### config.mk
export PLATFORM = sky130hd
export DESIGN_NAME = io_bus_master_flat
export DESIGN_NICKNAME = d
export VERILOG_FILES = /design/src/rtl/io_bus_master_if.sv /design/src/rtl/io_bus_master.sv /design/src/flat_wrapper.sv
export SDC_FILE = /design/constraint.sdc
export NUM_CORES = 1
export LEC_CHECK = 0
export CAP_MARGIN = 20
export CORE_UTILIZATION = 40
export CTS_CLUSTER_DIAMETER = 40
export DETAILED_ROUTE_END_ITERATION = 12
export PLACE_DENSITY = 0.63
export SLEW_MARGIN = 15
export SYNTH_ARGS = -nofsm -noshare
export SYNTH_HDL_FRONTEND = slang
export SYNTH_SLANG_ARGS = --single-unit
### constraint.sdc
create_clock -name CLK -period 3.2 [get_ports CLK]
set_input_delay 0.96 -clock CLK [delete_from_list [all_inputs] [get_ports CLK]]
set_output_delay 0.96 -clock CLK [all_outputs]
set_load 0.01 [all_outputs]
### src/rtl/io_bus_master_if.sv
// IOB master bundle: bridge request/status signals plus the 68000-style IOB pins.
interface io_bus_master_if;
  logic IORDREQ;
  logic IOWRREQ;
  logic IOL0;
  logic IOU0;
  logic nDTACK_IOB;
  logic nBERR_IOB;
  logic nVPA_IOB;
  logic E_IOB;
  logic nAS_IOB;
  logic nLDS_IOB;
  logic nUDS_IOB;
  logic nRW_IOB;
  logic nVMA_IOB;
  logic nDoutOE;
  logic RDLE;
  logic IOACT;
  logic IODONE;
  logic IOBERR;

  modport master (
    input  IORDREQ, IOWRREQ, IOL0, IOU0,
    input  nDTACK_IOB, nBERR_IOB, nVPA_IOB, E_IOB,
    output nAS_IOB, nLDS_IOB, nUDS_IOB, nRW_IOB, nVMA_IOB, nDoutOE,
    output RDLE, IOACT, IODONE, IOBERR
  );

  modport slave (
    output IORDREQ, IOWRREQ, IOL0, IOU0,
    output nDTACK_IOB, nBERR_IOB, nVPA_IOB, E_IOB,
    input  nAS_IOB, nLDS_IOB, nUDS_IOB, nRW_IOB, nVMA_IOB, nDoutOE,
    input  RDLE, IOACT, IODONE, IOBERR
  );
endinterface

### src/rtl/io_bus_master.sv
// IOB bus master: runs 68000-style DTACK/BERR/VPA-E bus cycles for the I/O bridge.
// Define IOBM_TIMEOUT_EN to force a bus error after TIMEOUT_CYCLES cycles without termination.
module io_bus_master #(
  parameter int SYNC_STAGES    = 2,
  parameter int TIMEOUT_CYCLES = 255
) (
  input logic             CLK,
  input logic             RST,
  io_bus_master_if.master bus
);

  if (SYNC_STAGES < 2 || SYNC_STAGES > 3 || TIMEOUT_CYCLES < 1 || TIMEOUT_CYCLES > 255) begin : g_badParams
    $error("io_bus_master: parameter out of legal range");
  end

  typedef enum logic [3:0] {
    ST_IDLE, ST_S1, ST_S2, ST_WAIT, ST_EWLO, ST_EWHI, ST_EWEND, ST_DATA, ST_END, ST_RECOVER
  } state_t;

  // Bus responses are inverted to active-high before synchronizing.
  logic [7:0] w_raw;
  logic [7:0] r_sync [SYNC_STAGES];
  logic       w_rdReqS, w_wrReqS, w_lS, w_uS, w_dtackS, w_berrS, w_vpaS, w_eS, w_reqS;

  assign w_raw = {bus.IORDREQ, bus.IOWRREQ, bus.IOL0, bus.IOU0,
                  !bus.nDTACK_IOB, !bus.nBERR_IOB, !bus.nVPA_IOB, bus.E_IOB};

  always_ff @(posedge CLK) begin
    r_sync[0] <= w_raw;
    for (int i = 1; i < SYNC_STAGES; i++) r_sync[i] <= r_sync[i-1];
  end

  assign {w_rdReqS, w_wrReqS, w_lS, w_uS, w_dtackS, w_berrS, w_vpaS, w_eS} = r_sync[SYNC_STAGES-1];
  assign w_reqS = w_rdReqS | w_wrReqS;

  state_t r_state;
  logic   r_reqSeen, r_write, r_l, r_u;
  logic   r_nAs, r_nLds, r_nUds, r_nRw, r_nVma, r_nDoutOe;
  logic   r_rdle, r_ioAct, r_ioDone, r_ioBerr;
  logic   w_timeout;

`ifdef IOBM_TIMEOUT_EN
  logic [7:0] r_tmoCnt;
  assign w_timeout = (r_tmoCnt == 8'(TIMEOUT_CYCLES));
`else
  assign w_timeout = 1'b0;
`endif

  always_ff @(posedge CLK) begin
    if (RST) begin
      r_state   <= ST_IDLE;
      r_reqSeen <= 1'b0;
      r_write   <= 1'b0;
      r_l       <= 1'b0;
      r_u       <= 1'b0;
      r_nAs     <= 1'b1;
      r_nLds    <= 1'b1;
      r_nUds    <= 1'b1;
      r_nRw     <= 1'b1;
      r_nVma    <= 1'b1;
      r_nDoutOe <= 1'b1;
      r_rdle    <= 1'b0;
      r_ioAct   <= 1'b0;
      r_ioDone  <= 1'b0;
      r_ioBerr  <= 1'b0;
`ifdef IOBM_TIMEOUT_EN
      r_tmoCnt  <= 8'd0;
`endif
    end else begin
      // A request must be seen low before another can be accepted.
      if (!w_reqS) r_reqSeen <= 1'b0;
`ifdef IOBM_TIMEOUT_EN
      if (r_state inside {ST_WAIT, ST_EWLO, ST_EWHI, ST_EWEND}) r_tmoCnt <= r_tmoCnt + 8'd1;
`endif
      r_rdle <= 1'b0;
      case (r_state)
        ST_IDLE: begin
          if (w_reqS && !r_reqSeen) begin
            r_reqSeen <= 1'b1;
            r_ioAct   <= 1'b1;
            r_ioDone  <= 1'b0;
            r_ioBerr  <= 1'b0;
            r_l       <= w_lS;
            r_u       <= w_uS;
            r_write   <= w_wrReqS && !w_rdReqS;
            r_nRw     <= !(w_wrReqS && !w_rdReqS);
            r_nDoutOe <= !(w_wrReqS && !w_rdReqS);
            r_state   <= ST_S1;
          end
        end
        ST_S1: begin
          r_nAs <= 1'b0;
          if (!r_write) begin
            r_nLds <= !r_l;
            r_nUds <= !r_u;
          end
          r_state <= ST_S2;
        end
        ST_S2: begin
          if (r_write) begin
            r_nLds <= !r_l;
            r_nUds <= !r_u;
          end
`ifdef IOBM_TIMEOUT_EN
          r_tmoCnt <= 8'd0;
`endif
          r_state <= ST_WAIT;
        end
        ST_WAIT: begin
          if (w_berrS || w_timeout) begin
            r_ioBerr <= 1'b1;
            r_state  <= ST_END;
          end else if (w_dtackS) begin
            r_state <= ST_DATA;
          end else if (w_vpaS) begin
            r_state <= ST_EWLO;
          end
        end
        ST_EWLO: begin
          if (w_berrS || w_timeout) begin
            r_ioBerr <= 1'b1;
            r_state  <= ST_END;
          end else if (!w_eS) begin
            r_nVma  <= 1'b0;
            r_state <= ST_EWHI;
          end
        end
        ST_EWHI: begin
          if (w_berrS || w_timeout) begin
            r_ioBerr <= 1'b1;
            r_state  <= ST_END;
          end else if (w_eS) begin
            r_state <= ST_EWEND;
          end
        end
        ST_EWEND: begin
          if (w_berrS || w_timeout) begin
            r_ioBerr <= 1'b1;
            r_state  <= ST_END;
          end else if (!w_eS) begin
            r_state <= ST_DATA;
          end
        end
        ST_DATA: begin
          r_rdle  <= !r_write;
          r_state <= ST_END;
        end
        ST_END: begin
          r_nAs    <= 1'b1;
          r_nLds   <= 1'b1;
          r_nUds   <= 1'b1;
          r_nVma   <= 1'b1;
          r_ioDone <= 1'b1;
          r_state  <= ST_RECOVER;
        end
        ST_RECOVER: begin
          r_nDoutOe <= 1'b1;
          r_nRw     <= 1'b1;
          if (!w_dtackS && !w_berrS && !w_vpaS) begin
            r_ioAct <= 1'b0;
            r_state <= ST_IDLE;
          end
        end
        default: r_state <= ST_IDLE;
      endcase
    end
  end

  assign bus.nAS_IOB  = r_nAs;
  assign bus.nLDS_IOB = r_nLds;
  assign bus.nUDS_IOB = r_nUds;
  assign bus.nRW_IOB  = r_nRw;
  assign bus.nVMA_IOB = r_nVma;
  assign bus.nDoutOE  = r_nDoutOe;
  assign bus.RDLE     = r_rdle;
  assign bus.IOACT    = r_ioAct;
  assign bus.IODONE   = r_ioDone;
  assign bus.IOBERR   = r_ioBerr;

endmodule
### src/flat_wrapper.sv
// flat-port wrapper written by rule: the top's interface ports become plain ports
module io_bus_master_flat 
#(
  parameter int SYNC_STAGES    = 2,
  parameter int TIMEOUT_CYCLES = 255
)
  (CLK, RST, bus_IORDREQ, bus_IOWRREQ, bus_IOL0, bus_IOU0, bus_nDTACK_IOB, bus_nBERR_IOB, bus_nVPA_IOB, bus_E_IOB, bus_nAS_IOB, bus_nLDS_IOB, bus_nUDS_IOB, bus_nRW_IOB, bus_nVMA_IOB, bus_nDoutOE, bus_RDLE, bus_IOACT, bus_IODONE, bus_IOBERR);
  io_bus_master_if bus_i ();
  input logic CLK;
  input logic RST;
  input wire logic [$bits(bus_i.IORDREQ)-1:0] bus_IORDREQ;
  input wire logic [$bits(bus_i.IOWRREQ)-1:0] bus_IOWRREQ;
  input wire logic [$bits(bus_i.IOL0)-1:0] bus_IOL0;
  input wire logic [$bits(bus_i.IOU0)-1:0] bus_IOU0;
  input wire logic [$bits(bus_i.nDTACK_IOB)-1:0] bus_nDTACK_IOB;
  input wire logic [$bits(bus_i.nBERR_IOB)-1:0] bus_nBERR_IOB;
  input wire logic [$bits(bus_i.nVPA_IOB)-1:0] bus_nVPA_IOB;
  input wire logic [$bits(bus_i.E_IOB)-1:0] bus_E_IOB;
  output wire logic [$bits(bus_i.nAS_IOB)-1:0] bus_nAS_IOB;
  output wire logic [$bits(bus_i.nLDS_IOB)-1:0] bus_nLDS_IOB;
  output wire logic [$bits(bus_i.nUDS_IOB)-1:0] bus_nUDS_IOB;
  output wire logic [$bits(bus_i.nRW_IOB)-1:0] bus_nRW_IOB;
  output wire logic [$bits(bus_i.nVMA_IOB)-1:0] bus_nVMA_IOB;
  output wire logic [$bits(bus_i.nDoutOE)-1:0] bus_nDoutOE;
  output wire logic [$bits(bus_i.RDLE)-1:0] bus_RDLE;
  output wire logic [$bits(bus_i.IOACT)-1:0] bus_IOACT;
  output wire logic [$bits(bus_i.IODONE)-1:0] bus_IODONE;
  output wire logic [$bits(bus_i.IOBERR)-1:0] bus_IOBERR;
  assign bus_i.IORDREQ = bus_IORDREQ;
  assign bus_i.IOWRREQ = bus_IOWRREQ;
  assign bus_i.IOL0 = bus_IOL0;
  assign bus_i.IOU0 = bus_IOU0;
  assign bus_i.nDTACK_IOB = bus_nDTACK_IOB;
  assign bus_i.nBERR_IOB = bus_nBERR_IOB;
  assign bus_i.nVPA_IOB = bus_nVPA_IOB;
  assign bus_i.E_IOB = bus_E_IOB;
  assign bus_nAS_IOB = bus_i.nAS_IOB;
  assign bus_nLDS_IOB = bus_i.nLDS_IOB;
  assign bus_nUDS_IOB = bus_i.nUDS_IOB;
  assign bus_nRW_IOB = bus_i.nRW_IOB;
  assign bus_nVMA_IOB = bus_i.nVMA_IOB;
  assign bus_nDoutOE = bus_i.nDoutOE;
  assign bus_RDLE = bus_i.RDLE;
  assign bus_IOACT = bus_i.IOACT;
  assign bus_IODONE = bus_i.IODONE;
  assign bus_IOBERR = bus_i.IOBERR;
  io_bus_master #(.SYNC_STAGES(SYNC_STAGES), .TIMEOUT_CYCLES(TIMEOUT_CYCLES)) u_core (.CLK(CLK), .RST(RST), .bus(bus_i));
endmodule
==> flow_metrics.py, run 1 <==
metrics = {
    "cts": {
        "ctsHoldBuffers": 0,
        "tritoncts": "built",
        "cts_buffers": 5,
        "cts.sinks": 33,
        "clock_path_buffers": 2,
        "post_cts_buffers": 0,
        "clock_latency_ns": 0.32,
        "ctsResizeCount": 0,
        "cts-root-buf": "clkbuf_4",
        "cts.clk_slew.worst_paths_ns": 0.10,
        "h-tree-depth": 2,
    },
    "final_layout": {
        "area_growth_syn_to_layout_pct": 19.0,
        "nets": 147,
        "reg.largest.list": "u_core.r_sync: 16 flops, u_core.r_state: 4 flops",
        "final_cell_area_um2": 1430,
        "post-route-util_pct": 50.8,
        "max_flop_register": "u_core.r_sync",
        "largest_reg_flops": 16,
        "drive_above_1_share_pct": 7.25,
        "diodes": 0,
    },
    "detailed_routing": {
        "ant_nets": 0,
        "via_per_inst": 5.31,
        "drtPass1Iterations": 8,
        "drc": 3,
        "vias": 897,
        "wire_per_inst_um": 11.8,
        "drt_iter0_drc": 17,
        "wl_mm": 1.99,
    },
    "logic_synthesis": {
        "syn_area_um2": 1200,
        "synth_mux_area_share_pct": 2.51,
        "ys_seq_elements": 33,
        "ys_types": 35,
        "synthArstFlopShare_pct": 0,
        "synth_fa_ha_area_share_pct": 0,
        "syn_area_per_cell_um2": 9.90,
        "synth_cells": 121,
        "synth_edf_count": 0,
        "yosys_warnings": 0,
        "syn-num-nets": 131,
        "synth_ff_type": "dfxtp_1",
        "synth_top_family_by_area": "simple AND/OR/NAND/NOR gates",
        "synthSimpleGateAreaFrac_pct": 20.7,
        "synth_compound_area_share_pct": 14.3,
        "synth-xor-area-share_pct": 0.731,
        "seq_area_frac_synth_pct": 55.2,
    },
    "worst_setup_path": {
        "crit_family": "simple AND/OR/NAND/NOR gates",
        "cp-start-kind": "register",
        "worstSetupPathType": "register to register",
        "rr_endpoint": "u_core.bus.nRW_IOB",
        "slowest_stage": "or3b_1",
        "cp.depth": 4,
        "timing.critical_path.from": "u_core.r_state[0]",
        "required_ns": 3.42,
        "critPathMaxStageDelay_ns": 0.54,
        "crit_path_max_fanout": 18,
        "path_cells": "nor4_4, or3b_1, or3b_1, a221o_1",
        "r2r_setup_slack_ns": 0.94,
        "worstSetupEndpoint": "u_core.bus.nRW_IOB",
        "cp-end-kind": "register",
        "cp_common_cell": "or3b_1",
        "rr_worst_depth": 4,
        "r2r-start": "u_core.r_state[0]",
        "worstPathArrival_ns": 2.48,
        "crit_buf_inv": 0,
    },
    "sta": {
        "fin_ws_ns": 0.940,
        "rsz0062_at_grt": "no",
        "hold_viol": 0,
        "relSlewSlack_pct": 57.7,
        "fin_tns_setup_ns": 0,
        "fin_crit_sh_pct": 70.6,
        "setup_viol": 0,
        "fin_skew_ns": 0.00242,
        "drv_slew": 0,
        "fmax_mhz": 442,
        "tightest_slew_ns": 0.633,
        "post-route-min-period_ns": 2.26,
    },
    "power": {
        "ir_worst_vdd_uv": 307,
        "p_leak_uw": 0.000526,
        "p_per_area_nw_per_um2": 614,
    },
    "global_route": {
        "grt_usage_pct": 14.7,
        "gr-total-overflow": 0,
        "grt_max_degree": 19,
        "grt_pass1_wl_mm": 3.55,
        "grt_pass1_vias": 815,
        "antenna_found_initial": 0,
    },
    "run_status": {
        "violations": "DRC",
        "status": "finished with violations",
    },
    "run": {
        "drv_cap": 0,
    },
    "floorplanning": {
        "die_w_um": 56.7,
        "dieHeight_um": 56.7,
        "initial_core_util_pct": 42.7,
        "core_area_um2": 2810,
        "dieArea_um2": 3220,
        "ios": 20,
        "rows": 19,
    },
    "place": {
        "io_buffers": 19,
        "dpl_cell_area_um2": 1370,
        "post-place-ws_ns": 0.868,
        "gp_congestion": 0.816,
        "post-dp-hpwl_mm": 1.39,
    },
    "min_path": {
        "hold_path_class": "register to register",
    },
}
## cells by family (layout without fill, tap and decap cells)
| family | after synthesis | count (layout) |
|---|---|---|
| compound gates | 24 | 24 |
| xor+xnor | 1 | 1 |
| buf+inv | 16 | 33 |
| flops | 33 | 33 |
| mux | 3 | 3 |
| simple gates | 44 | 44 |
## worst reg2reg max path, stage by stage (launching register included)
cell     delay (ns)
dfxtp_1        0.51
nor4_4         0.36
or3b_1         0.54
or3b_1         0.46
a221o_1        0.30
## cell usage after synthesis (all sizes together), types with 2 or more instances
cell,count,area share (%)
nor3b,2,1.3
dfxtp,33,55
nand3b,3,1.9
a41oi,3,2.2
or3b,3,2.2
nor2b,2,1.0
a21oi,7,2.9
inv,6,1.9
nand2b,2,1.0
clkbuf,7,2.2
nor3,7,2.9
o21ai,2,0.84
nor4,3,2.8
buf,3,2.5
nand2,11,3.4
o21a,2,1.3
nand3,2,0.84
nor2,7,2.2
mux2i,3,2.5
## stage by stage
stage          total power [µW]  hold slack (ns)  std cells
2_1_floorplan               628            0.310        121
3_3_place_gp                665            0.311        161
3_5_place_dp                668            0.313        161
4_1_cts                     887            0.331        169
5_1_grt                     935            0.342        169
6_report                    875            0.334        169
## layer usage
metal	vias up	share of wire (%)	GRT usage [%]	wire length [µm]
li1	455	-	-	-
met1	422	49	19.0	969
met2	15	46	21.3	919
met3	5	2.9	4.84	57
met4	0	2.1	8.57	42
met5	-	0	0	0
## final cells by class
| type | count | area (µm²) |
|---|---|---|
| fillers | 276 | 1380 |
| flip-flops and latches | 33 | 661 |
| multi-input cells | 72 | 458 |
| repair buffers | 19 | 190 |
| well taps | 31 | 38.8 |
| clock buffers | 5 | 37.5 |
| inverters | 6 | 22.5 |
| clock inverters | 3 | 17.5 |
## cell usage in the layout, fill, tap and decap left out, drive strengths merged, types with 2 or more instances in the layout
cell type	n
or3b	3
nand2b	2
nor2	7
nand3	2
clkdlybuf4s50	19
nand3b	3
nor3	7
mux2i	3
nor3b	2
nor4	3
a41oi	3
clkbuf	5
clkinv	2
a21oi	7
o21a	2
o21ai	2
nor2b	2
nand2	11
dfxtp	33
inv	6
## worst min-delay path by stage
stage                     slack, ns                start                    to  cells past startpoint
final                          0.33  u_core.r_sync[0][1]   u_core.r_sync[0][9]                      0
after global routing           0.34  u_core.r_sync[0][0]   u_core.r_sync[0][8]                      0
after CTS                      0.33  u_core.r_sync[0][1]   u_core.r_sync[0][9]                      0
after detailed placement       0.31  u_core.r_sync[0][0]   u_core.r_sync[0][8]                      0
after global placement         0.31  u_core.r_sync[0][0]   u_core.r_sync[0][8]                      0
after floorplan                0.31  u_core.r_sync[0][2]  u_core.r_sync[0][10]                      0
## report_power, final
part / leakage (µW) / switching, µW / internal, µW / total, µW
registers: 0.000274 / 49.6 / 448 / 497
clock network: 0.0000310 / 134 / 82.7 / 217
logic: 0.000221 / 70.9 / 90.4 / 161
Note: power is estimated with default switching activity, not from simulation.
==> inputs of run 2 (changes only) <==
==> constraint.sdc (replaced) <==
create_clock -name CLK -period 2.3 [get_ports CLK]
set_input_delay 0.69 -clock CLK [delete_from_list [all_inputs] [get_ports CLK]]
set_output_delay 0.69 -clock CLK [all_outputs]
set_load 0.01 [all_outputs]
==> run 2 against run 1 <==
Compared with the run above:
- the run still ends with DRC left
- register-to-register slack worse by 0.46 ns
- critical endpoint is now bus_nDoutOE
- first-iteration DRC count rose to 3.6 times the previous value
- critical path type is now register to output pin
- via count rose by 5.5%
- largest power group unchanged
- sequential share of layout area shrank 2.5 points
- worst setup slack got worse by 0.60 ns
==> flow_metrics.py, run 2 (same netlist as run 1, synthesis figures left out) <==
metrics = {
    "floorplanning": {
        "rows": 19,
        "initial_core_util_pct": 42.7,
        "core_area_um2": 2810,
        "ios": 20,
        "die_w_um": 56.7,
        "dieHeight_um": 56.7,
        "dieArea_um2": 3220,
    },
    "sta": {
        "rsz0062_at_grt": "no",
        "fin_crit_sh_pct": 85.3,
        "hold_viol": 0,
        "relSlewSlack_pct": 66.3,
        "tightest_slew_ns": 0.502,
        "fmax_mhz": 510,
        "fin_tns_setup_ns": 0,
        "drv_slew": 0,
        "fin_skew_ns": 0.0127,
        "fin_ws_ns": 0.338,
        "setup_viol": 0,
        "post-route-min-period_ns": 1.96,
    },
    "final_layout": {
        "diodes": 0,
        "layout_commonest_cell": "dfxtp_1",
        "max_flop_register": "u_core.r_sync",
        "largest_reg_flops": 16,
        "mostFrequentLayoutCells": "dfxtp_1 (33), clkdlybuf4s50_1 (19), nand2_1 (11)",
        "drive_above_1_share_pct": 11.7,
        "reg.largest.list": "u_core.r_sync: 16 flops, u_core.r_state: 4 flops",
        "nets": 154,
        "area_growth_syn_to_layout_pct": 25.8,
    },
    "detailed_routing": {
        "ant_nets": 0,
        "drc": 2,
        "via_per_inst": 5.38,
        "wl_mm": 2.25,
        "drtPass1Iterations": 8,
        "drt_iter0_drc": 61,
        "wire_per_inst_um": 12.8,
        "vias": 946,
    },
    "cts": {
        "h-tree-depth": 2,
        "ctsHoldBuffers": 0,
        "cts_buffers": 5,
        "cts-root-buf": "clkbuf_4",
        "clock_path_buffers": 2,
        "clock_latency_ns": 0.34,
        "tritoncts": "built",
        "cts.sinks": 33,
        "cts.clk_slew.worst_paths_ns": 0.11,
        "ctsResizeCount": 0,
        "post_cts_buffers": 0,
    },
    "worst_setup_path": {
        "crit_buf_inv": 1,
        "cp-end-kind": "output pin",
        "cp-start-kind": "register",
        "path_cells": "clkdlybuf4s50_1",
        "worstSetupPathType": "register to output pin",
        "critPathMaxStageDelay_ns": 0.55,
        "required_ns": 1.61,
        "rr_endpoint": "u_core.bus.nRW_IOB",
        "crit_family": "buffers and inverters",
        "r2r-start": "u_core.r_state[0]",
        "r2r_setup_slack_ns": 0.48,
        "slowest_stage": "clkdlybuf4s50_1",
        "crit_path_max_fanout": 3,
        "worstPathArrival_ns": 1.27,
        "rr_worst_depth": 4,
    },
    "global_route": {
        "gr-total-overflow": 0,
        "grt_pass1_wl_mm": 3.88,
        "grt_usage_pct": 16.0,
        "antenna_found_initial": 0,
        "grt_pass1_vias": 899,
        "grt_max_degree": 16,
    },
    "run_status": {
        "violations": "DRC",
        "status": "finished with violations",
    },
    "place": {
        "io_buffers": 19,
        "gp_congestion": 0.871,
        "post-dp-hpwl_mm": 1.62,
        "post-place-ws_ns": 0.464,
    },
    "power": {
        "p_leak_uw": 0.000572,
        "p_seq_share_pct": 48.1,
        "clkPwrFrac_pct": 31.3,
        "p_int_uw": 1000,
        "ir_worst_vdd_uv": 362,
        "p_per_area_nw_per_um2": 914,
        "p_sw_share_pct": 27.4,
        "p_comb_share_pct": 20.6,
        "switchingPower_uw": 378,
    },
    "min_path": {
        "hold_path_class": "register to register",
        "min_to": "u_core.r_sync[0][11]",
        "hp-start": "u_core.r_sync[0][3]",
        "hold_depth": 0,
    },
    "run": {
        "drv_cap": 0,
    },
}
## run 2: cell types whose count changed in the layout (fill, tap and decap cells not counted)
| cell | previous run | this run |
|---|---|---|
| buf_4 | 0 | 7 |
| clkinv_2 | 2 | 0 |
| bufinv_16 | 0 | 1 |
| clkinv_4 | 0 | 1 |
## run 2: through the flow
step	total power (µW)	hold WS, ns	cells	cell area [µm²]	utilization, %
after floorplan	874	0.310	121	1200	-
after global placement	953	0.311	168	1420	50.7
after detailed placement	960	0.313	168	1420	50.7
after CTS	1390	0.335	176	1510	53.7
after global routing	1450	0.329	176	1510	53.7
final	1380	0.335	176	1510	53.7
## run 2: how the worst max path moves through the flow
| stage | cells past startpoint | slack, ns | endpoint | from |
|---|---|---|---|---|
| after floorplan | 6 | 0.36 | u_core.bus.nRW_IOB | u_core.r_state[0] |
| after global placement | 4 | 0.50 | u_core.bus.nRW_IOB | u_core.r_state[0] |
| after detailed placement | 4 | 0.46 | u_core.bus.nRW_IOB | u_core.r_state[0] |
| after CTS | 1 | 0.33 | bus_nDoutOE | u_core.bus.nRW_IOB |
| after global routing | 1 | 0.29 | bus_nRW_IOB | u_core.bus.nRW_IOB |
| final | 1 | 0.34 | bus_nDoutOE | u_core.bus.nRW_IOB |
## run 2: worst reg2reg max path, cell delays in order, from the launching register on
cell and delay, ns:
dfxtp_1 0.36, nor4_4 0.29, or3b_1 0.39, or3b_1 0.39, a221o_1 0.30
## run 2: per-layer routing
metal  routed length (µm)  GRT usage (%)  share of wire [%]  up-vias
met3                  119           5.53                5.3        6
met5                    0              0                  0        -
met1                 1020           18.9                 46      448
li1                     -              -                  -      472
met4                   54           7.50                2.4        0
met2                 1050           25.9                 47       20
## run 2: final cells by class
cell class | instances | area, µm²
clock buffer | 5 | 37.5
clock inverter | 3 | 46.3
fill | 280 | 1300
inverter | 6 | 22.5
multi-input combinational | 72 | 458
sequential | 33 | 661
tap | 31 | 38.8
timing repair buffer | 26 | 243
## run 2: power by group through the flow
stage | clock (µW) | sequential (µW) | combinational [µW]
final | 431 | 663 | 284
after global routing | 470 | 673 | 310
after CTS | 446 | 664 | 284
after detailed placement | 0 | 677 | 283
after global placement | 0 | 676 | 277
after floorplan | 0 | 668 | 206
==> inputs of run 3 (changes only) <==
--- a/config.mk
+++ b/config.mk
@@ -9,7 +9,8 @@
 export CORE_UTILIZATION = 40
 export CTS_CLUSTER_DIAMETER = 40
 export DETAILED_ROUTE_END_ITERATION = 12
-export PLACE_DENSITY = 0.63
+export DONT_BUFFER_PORTS = 1
+export PLACE_DENSITY = 0.54
 export SLEW_MARGIN = 15
 export SYNTH_ARGS = -nofsm -noshare
 export SYNTH_HDL_FRONTEND = slang
==> run 3 against run 2 <==
Compared with the run above:
- the flow still finishes with violations (DRC)
- routed wire length is 6.0% lower
- sequential share of layout area is 7.6 points higher
- global-route usage hardly changed
- highest routed layer unchanged
- maximum frequency is 5.4% higher
- final cell count is 12% lower
==> flow_metrics.py, run 3 (same netlist as run 1, synthesis figures left out) <==
metrics = {
    "sta": {
        "rsz0062_at_grt": "no",
        "fin_skew_ns": 0.0101,
        "hold_viol": 0,
        "fin_crit_sh_pct": 80.9,
        "fin_tns_setup_ns": 0,
        "drv_slew": 0,
        "fmax_mhz": 537,
        "fin_ws_ns": 0.439,
        "relSlewSlack_pct": 67.3,
        "post-route-min-period_ns": 1.86,
        "tightest_slew_ns": 0.487,
        "setup_viol": 0,
    },
    "floorplanning": {
        "initial_core_util_pct": 42.7,
        "ios": 20,
        "rows": 19,
        "core_area_um2": 2810,
        "die_w_um": 56.7,
        "dieHeight_um": 56.7,
        "dieArea_um2": 3220,
    },
    "power": {
        "p_int_uw": 873,
        "switchingPower_uw": 353,
        "p_sw_share_pct": 28.8,
        "p_per_area_nw_per_um2": 955,
        "ir_worst_vdd_uv": 381,
        "clkPwrFrac_pct": 26.9,
        "p_leak_uw": 0.000481,
        "p_comb_share_pct": 18.3,
        "p_seq_share_pct": 54.8,
    },
    "detailed_routing": {
        "wire_per_inst_um": 13.6,
        "drtPass1Iterations": 8,
        "vias": 845,
        "drc": 5,
        "via_per_inst": 5.45,
        "wl_mm": 2.11,
        "drt_iter0_drc": 46,
        "ant_nets": 0,
    },
    "worst_setup_path": {
        "cp_common_cell": "or3b_1",
        "slowest_stage": "or3b_1",
        "r2r_setup_slack_ns": 0.44,
        "cp-end-kind": "register",
        "crit_path_max_fanout": 3,
        "worstSetupPathType": "register to register",
        "crit_buf_inv": 0,
        "crit_family": "simple AND/OR/NAND/NOR gates",
        "worstPathArrival_ns": 2.09,
        "required_ns": 2.53,
        "cp-start-kind": "register",
        "critPathMaxStageDelay_ns": 0.40,
        "path_cells": "nor4_4, or3b_1, or3b_1, a221o_1",
    },
    "global_route": {
        "gr-total-overflow": 0,
        "antenna_found_initial": 0,
        "grt_max_degree": 18,
        "grt_pass1_wl_mm": 3.68,
        "grt_usage_pct": 16.0,
        "grt_pass1_vias": 807,
    },
    "final_layout": {
        "layout_commonest_cell": "dfxtp_1",
        "largest_reg_flops": 16,
        "drive_above_1_share_pct": 12.1,
        "post-route-util_pct": 45.8,
        "mostFrequentLayoutCells": "dfxtp_1 (33), nand2_1 (11), nor3_1 (7), a21oi_1 (7), nor2_1 (7)",
        "diodes": 0,
        "final_cell_area_um2": 1280,
        "max_flop_register": "u_core.r_sync",
        "area_growth_syn_to_layout_pct": 7.21,
        "nets": 134,
        "reg.largest.list": "u_core.r_sync: 16 flops, u_core.r_state: 4 flops",
    },
    "cts": {
        "clock_latency_ns": 0.33,
        "h-tree-depth": 2,
        "ctsHoldBuffers": 0,
        "post_cts_buffers": 0,
        "cts.sinks": 33,
        "cts.clk_slew.worst_paths_ns": 0.10,
        "cts-root-buf": "clkbuf_4",
        "cts_buffers": 5,
        "tritoncts": "built",
        "clock_path_buffers": 2,
        "ctsResizeCount": 0,
    },
    "min_path": {
        "hold_path_class": "register to register",
    },
    "run_status": {
        "violations": "DRC",
        "status": "finished with violations",
    },
    "place": {
        "post-place-ws_ns": 0.433,
        "gp_congestion": 0.800,
        "io_buffers": 0,
        "post-dp-hpwl_mm": 1.49,
        "dpl_cell_area_um2": 1220,
    },
    "run": {
        "drv_cap": 0,
    },
}
[run 3: changes by cell type in the layout (fill, tap and decap cells not counted)]
cell / delta
clkdlybuf4s50_1: -19
buf_4: -1
bufinv_16: -1
clkbuf_8: +1
clkinv_4: -1
[run 3: final cells by class]
| class | count | area [µm²] |
|---|---|---|
| clock buffer | 6 | 51.3 |
| clock inverter | 1 | 7.51 |
| fill | 278 | 1520 |
| inverter | 6 | 22.5 |
| multi-input combinational | 72 | 458 |
| sequential | 33 | 661 |
| tap | 31 | 38.8 |
| timing repair buffer | 6 | 45.0 |
[run 3: through the flow]
step                      hold slack, ns  std cells  power, µW
after global placement             0.310        148        902
after floorplan                    0.310        121        874
after global routing               0.341        155       1310
after detailed placement           0.314        148        909
final                              0.334        155       1230
after CTS                          0.335        155       1240
[run 3: layer usage]
layer / vias up / part of all wire (%) / GRT usage [%]
li1: 436 / - / -
met1: 385 / 48 / 19.0
met2: 19 / 45 / 24.1
met3: 5 / 4.0 / 6.45
met4: 0 / 2.7 / 9.64
met5: - / 0 / 0
[run 3: worst register-to-register path, cell delays in order (launching register included)]
cell,delay (ns)
dfxtp_1,0.35
nor4_4,0.32
or3b_1,0.39
or3b_1,0.40
a221o_1,0.30
[run 3: path summary, 6_finish.rpt]
| path | from | to | cells after the start |
|---|---|---|---|
| hold reg to reg | u_core.r_sync[0][6] | u_core.r_sync[0][14] | 0 |
| setup reg to reg | u_core.r_state[2] | u_core.bus.nRW_IOB | 4 |
| setup / recovery | u_core.r_state[2] | u_core.bus.nRW_IOB | 4 |
| hold / removal | u_core.r_sync[0][6] | u_core.r_sync[0][14] | 0 |
[run 3: power groups by stage]
stage / registers [µW] / clock network, µW / logic (µW)
4_1_cts: 674 / 343 / 224
6_report: 672 / 330 / 224
5_1_grt: 682 / 378 / 252
3_5_place_dp: 687 / 0 / 222
2_1_floorplan: 668 / 0 / 206
3_3_place_gp: 685 / 0 / 217
